File: config.mk
export PLATFORM = sky130hd
export DESIGN_NAME = fetch_buffer
export DESIGN_NICKNAME = d
export VERILOG_FILES = /design/src/rtl/fetch_pkg.sv /design/src/rtl/fetch_buffer.sv
export SDC_FILE = /design/constraint.sdc
export NUM_CORES = 1
export LEC_CHECK = 0
export CAP_MARGIN = 20
export CORE_ASPECT_RATIO = 1.4
export CORE_MARGIN = 3
export CORE_UTILIZATION = 50
export DETAILED_ROUTE_END_ITERATION = 8
export PLACE_DENSITY = 0.92
export SLEW_MARGIN = 30
export SYNTH_ARGS = -nofsm -noshare
export SYNTH_HDL_FRONTEND = slang
export SYNTH_SLANG_ARGS = --single-unit
File: constraint.sdc
create_clock -name clk -period 8.6 [get_ports clk]
set_clock_uncertainty 0.1 [all_clocks]
set_input_delay 1.29 -clock clk [delete_from_list [all_inputs] [get_ports clk]]
set_output_delay 1.29 -clock clk [all_outputs]
set_load 0.005 [all_outputs]
File: src/rtl/fetch_pkg.sv
// Shared types and constants for the instruction fetch stage.
package fetch_pkg;

    localparam int XLEN = 32;
    localparam logic [XLEN-1:0] NOP_INSTR = 32'h0000_0013;

    typedef struct packed {
        logic [XLEN-1:0] pc;
        logic [XLEN-1:0] instr;
        logic            filled;
    } fetch_slot_t;

    // Decode-facing bundle.
    typedef struct packed {
        logic [XLEN-1:0] pc;
        logic [XLEN-1:0] instr;
    } id_fetch_d;

    typedef struct packed {
        logic [XLEN-1:0] pc;
        logic            valid;
    } if_reg_d;

endpackage

File: src/rtl/fetch_buffer.sv
// In-order fetch buffer: issues imem reads for incoming PCs, pairs each returned
// word with its PC and hands {pc, instr} to decode; stale responses are dropped after a flush.
module fetch_buffer
    import fetch_pkg::*;
#(
    parameter int WIDTH = 32,
    parameter int DEPTH = 2
) (
    input  logic             clk,
    input  logic             rst,
    input  logic [WIDTH-1:0] pc_in,
    input  logic             pc_valid,
    output logic             pc_ready,
    input  logic             flush,
    output logic             imem_req_valid,
    output logic [WIDTH-1:0] imem_req_addr,
    input  logic             imem_req_ready,
    input  logic             imem_resp_valid,
    input  logic [WIDTH-1:0] imem_resp_data,
    output logic             id_valid,
    output logic [WIDTH-1:0] id_pc,
    output logic [WIDTH-1:0] id_instr,
    input  logic             id_ready
);

    localparam int AW = $clog2(DEPTH);
    localparam int PW = AW + 1;

    // Handshakes: a transfer happens on a channel exactly in the cycle where its
    // valid and ready are both high; valid never depends on the same channel's ready.

    logic [PW-1:0]    alloc_ptr, fill_ptr, read_ptr, drop_cnt;
    logic [WIDTH-1:0] slot_pc    [DEPTH];
    logic [WIDTH-1:0] slot_instr [DEPTH];
    logic [DEPTH-1:0] slot_filled;

    logic [AW-1:0] alloc_idx, fill_idx, read_idx;
    logic [PW-1:0] in_flight;
    logic [PW:0]   used;
    logic          credit_ok, req_fire, dropping, fill_en, pop;

    assign alloc_idx = alloc_ptr[AW-1:0];
    assign fill_idx  = fill_ptr[AW-1:0];
    assign read_idx  = read_ptr[AW-1:0];

    // Requests still owed a response that will land in a slot.
    assign in_flight = alloc_ptr - fill_ptr;
    // Credits use pre-update values, so a same-cycle pop does not free a slot.
    assign used      = {1'b0, alloc_ptr - read_ptr} + {1'b0, drop_cnt};
    assign credit_ok = used < (PW+1)'(DEPTH);

    assign imem_req_valid = pc_valid & ~flush & ~rst & credit_ok;
    assign imem_req_addr  = pc_in;
    assign req_fire       = imem_req_valid & imem_req_ready;
    assign pc_ready       = req_fire;

    assign dropping = (drop_cnt != '0);
    assign fill_en  = imem_resp_valid & ~dropping & ~flush;

    assign id_valid = (read_ptr != fill_ptr) & slot_filled[read_idx];
    assign id_pc    = slot_pc[read_idx];
    assign id_instr = slot_instr[read_idx];
    assign pop      = id_valid & id_ready & ~flush;

    always_ff @(posedge clk) begin
        if (rst) begin
            alloc_ptr   <= '0;
            fill_ptr    <= '0;
            read_ptr    <= '0;
            drop_cnt    <= '0;
            slot_filled <= '0;
        end else if (flush) begin
            alloc_ptr   <= '0;
            fill_ptr    <= '0;
            read_ptr    <= '0;
            slot_filled <= '0;
            // Any response this cycle is discarded, whether it was already stale or not.
            drop_cnt    <= drop_cnt + in_flight - PW'(imem_resp_valid);
        end else begin
            if (req_fire) begin
                slot_filled[alloc_idx] <= 1'b0;
                alloc_ptr              <= alloc_ptr + 1'b1;
            end
            if (fill_en) begin
                slot_filled[fill_idx] <= 1'b1;
                fill_ptr              <= fill_ptr + 1'b1;
            end
            if (imem_resp_valid && dropping) begin
                drop_cnt <= drop_cnt - 1'b1;
            end
            if (pop) begin
                read_ptr <= read_ptr + 1'b1;
            end
        end
    end

    // Slot payload needs no reset; occupancy is tracked by the pointers.
    always_ff @(posedge clk) begin
        if (!rst && !flush) begin
            if (req_fire) begin
                slot_pc[alloc_idx] <= pc_in;
            end
            if (fill_en) begin
                slot_instr[fill_idx] <= imem_resp_data;
            end
        end
    end

    logic [PW:0] outstanding;
    assign outstanding = {1'b0, in_flight} + {1'b0, drop_cnt};

    a_resp_has_request: assert property (
        @(posedge clk) disable iff (rst) imem_resp_valid |-> (outstanding != '0)
    );

endmodule

==> metrics.yaml <==
floorplanning:
  die_w_um: 95.15
  core_um2: 10630
  row_count: 44
  die_h_um: 130.8
  start_util: 0.5236
  io_pins: 170
  floorplan.die_area_um2: 12450
pwr:
  p_total_uw: 1576
  power_leakage_uw: 0.002612
  peakVddDrop_mv: 0.1851
  cellPowerDensity_nw_per_um2: 202.2
finish:
  n_antenna_cell: 0
  num-nets-final: 541
  drive_above_1_share: 0.2131
  area_delta_synth_final_pct: 40.08
  final_core_util: 0.7334
timing:
  grt_setup_unrepaired: "no"
  min_period_ns: 4.305
  tightest_slew_ns: 0.9236
  finalCritPeriodShare: 0.5006
  setup_tns_ns: 0
  clock.fmax_mhz: 232.3
  slew_headroom: 0.3828
  setup_violations: 0
  drv_slew: 0
  hold_violations: 0
flow_run:
  drv_cap: 0
global_route:
  grt_max_degree: 40
  grt_pass1_vias: 3440
  grt_pass1_wl_um: 16790
  grt_overflow_total: 0
  grt.total_usage: 0.1829
  antenna_found_initial: 0
cts:
  cts_root_buffer: "clkbuf_16"
  max-clock-path-buffers: 2
  cts_inserted_buffers: 17
  cts_tree: "done"
  clock_latency_ns: 0.40
  clock_sinks: 139
  postCtsSetupBuffers: 0
  htree_num_levels: 4
  cts_resized: 0
  clk_pin_slew_ns: 0.06
  hold_buffers: 0
setup_path:
  critPathRequiredTime_ns: 7.21
  endpoint_kind: "output port"
  r2r-start: "alloc_ptr[0]$_SDFFE_PP0N_"
  slowest_stage: "clkdlybuf4s50_1"
  crit_fanout: 11
  crit_chain: "clkdlybuf4s50_1, or2_1, nor2_1, clkdlybuf4s50_1"
  critPathMaxStageDelay_ns: 0.54
  rr_endpoint: "slot_pc[0][8]$_DFFE_PP_"
  cp_common_cell: "clkdlybuf4s50_1"
  critical_path_class: "input port to output port"
  cp_data_arrival_time_ns: 2.92
  startpoint_type: "input port"
  reg2reg_slack_ns: 5.38
  reg2regPathDepth: 9
  crit_path_start: "rst"
routing:
  routed_wl_um: 11510
  drtPass1Iterations: 4
  routed_via_density: 5.124
  drt-wirelength-per-cell_um: 18.80
  ant_nets: 0
  drt_iter0_drc: 146
  vias: 3136
  drc_errors: 0
min_path:
  hold_depth: 2
  worstHoldPathType: "flip-flop to flip-flop"
  hp-start: "slot_filled[0]$_SDFF_PP0_"
  hold-path-endpoint: "slot_filled[0]$_SDFF_PP0_"
yosys:
  syn_inst: 312
  synth_compound_area_frac: 0.01754
  synth_area_leaders: "edfxtp_1 69%, mux2_2 13%, buf_4 4.3%, dfxtp_1 4.0%, fa_1 1.1%"
  synth_cell_type_count: 32
  synth_edf_count: 128
  synthTopCellsByCount: "128 x edfxtp_1, 64 x mux2_2, 32 x buf_4, 11 x dfxtp_1, 9 x inv_1"
  yosysTopAreaCell: "edfxtp_1"
  synth_mux_area_frac: 0.1368
  synth_flop_cell: "edfxtp_1"
  yosysWarnings: 0
  synth_top_cell_area_share: 0.6910
  async_flop_share: 0
  ys_ff_latch: 139
  seq_area_frac_synth: 0.7305
  avgSynthCellArea_um2: 17.83
  synth_top_family_by_area: "multiplexers"
  synthAdderAreaFrac: 0.01754
  yosysMostFrequentCell: "edfxtp_1"
  synth-xor-area-share: 0.01664
  synthSimpleGateAreaFrac: 0.02474
  synthesis.area_um2: 5563
  synth_nets: 389
placement:
  dp.final_hpwl_um: 8043
  port_buffers: 169
  gp_congestion: 0.8615
status:
  status: "finished clean"
-- worst max-delay path, delay by kind of cell --
kind | cells | cell delay [ns]
buf+inv | 2 | 1.05
simple gates | 2 | 0.57
-- sequential cells by signal, indices dropped and copies added, names as in the netlist, named ones only --
register,count
alloc_ptr,2
drop_cnt,2
fill_ptr,2
read_ptr,2
slot_filled,2
slot_instr,64
slot_pc,64
-- per-stage QoR --
stage | instances | setup slack, ns | instance area [um^2] | hold WS (ns)
after floorplan | 312 | 5.026 | 5563 | 0.3418
after global placement | 582 | 4.333 | 7189 | 0.3672
after detailed placement | 582 | 4.277 | 7189 | 0.3738
after CTS | 611 | 4.285 | 7765 | 0.3880
after global routing | 612 | 4.150 | 7792 | 0.4124
final | 612 | 4.295 | 7792 | 0.3892
-- layer usage --
layer	vias up	part of all wire	global-route usage
li1	1453	-	-
met1	1515	0.37	0.1898
met2	144	0.53	0.3270
met3	24	0.075	0.06701
met4	0	0.027	0.07986
met5	-	0	0
-- kinds of logic after synthesis --
group / Yosys count
compound gates: 15
xor+xnor: 9
fa+ha+maj: 6
buf+inv: 49
flops: 139
mux: 68
simple gates: 26
-- where the power goes --
group	total (uW)	leakage, uW	internal (uW)	switching (uW)
registers	754	0.00125	750	3.96
clock network	708	0.000269	450	258
logic	114	0.00110	70.7	42.9
-- cells in the final DEF (no fill, tap or decap), types with 2 or more instances in the layout --
master,synthesis,routed
a211oi_1,3,3
a21oi_1,6,6
buf_4,32,3
bufinv_16,0,3
clkbuf_16,0,17
clkdlybuf4s50_1,0,169
clkinv_1,0,2
clkinvlp_4,0,4
dfxtp_1,11,10
edfxtp_1,128,128
fa_1,3,3
ha_1,3,3
inv_1,9,9
inv_6,0,2
mux2_2,64,64
mux2i_1,4,4
nand2_1,6,6
nor2_1,8,5
nor2_4,0,2
o21ai_0,2,2
or3_1,3,3
xnor2_1,5,5
xor2_1,3,3
-- worst max path at each step --
| stage | end | slack (ns) | cells past startpoint |
|---|---|---|---|
| floorplan | slot_instr[0][0]$_DFFE_PP_ | 5.03 | 3 |
| global placement | imem_req_valid | 4.33 | 4 |
| detailed placement | imem_req_valid | 4.28 | 4 |
| CTS | imem_req_valid | 4.28 | 4 |
| global route | imem_req_valid | 4.15 | 7 |
| finish | imem_req_valid | 4.29 | 4 |
-- layout make-up --
class | instances | area (um^2)
Tap cell | 138 | 172.7
Sequential cell | 139 | 4065
Multi-Input combinational cell | 124 | 1204
Timing Repair Buffer | 173 | 1742
Clock buffer | 17 | 425.4
Clock inverter | 12 | 150.1
Fill cell | 624 | 2833
Inverter | 9 | 33.78
Note: power is estimated with default switching activity, not from simulation.
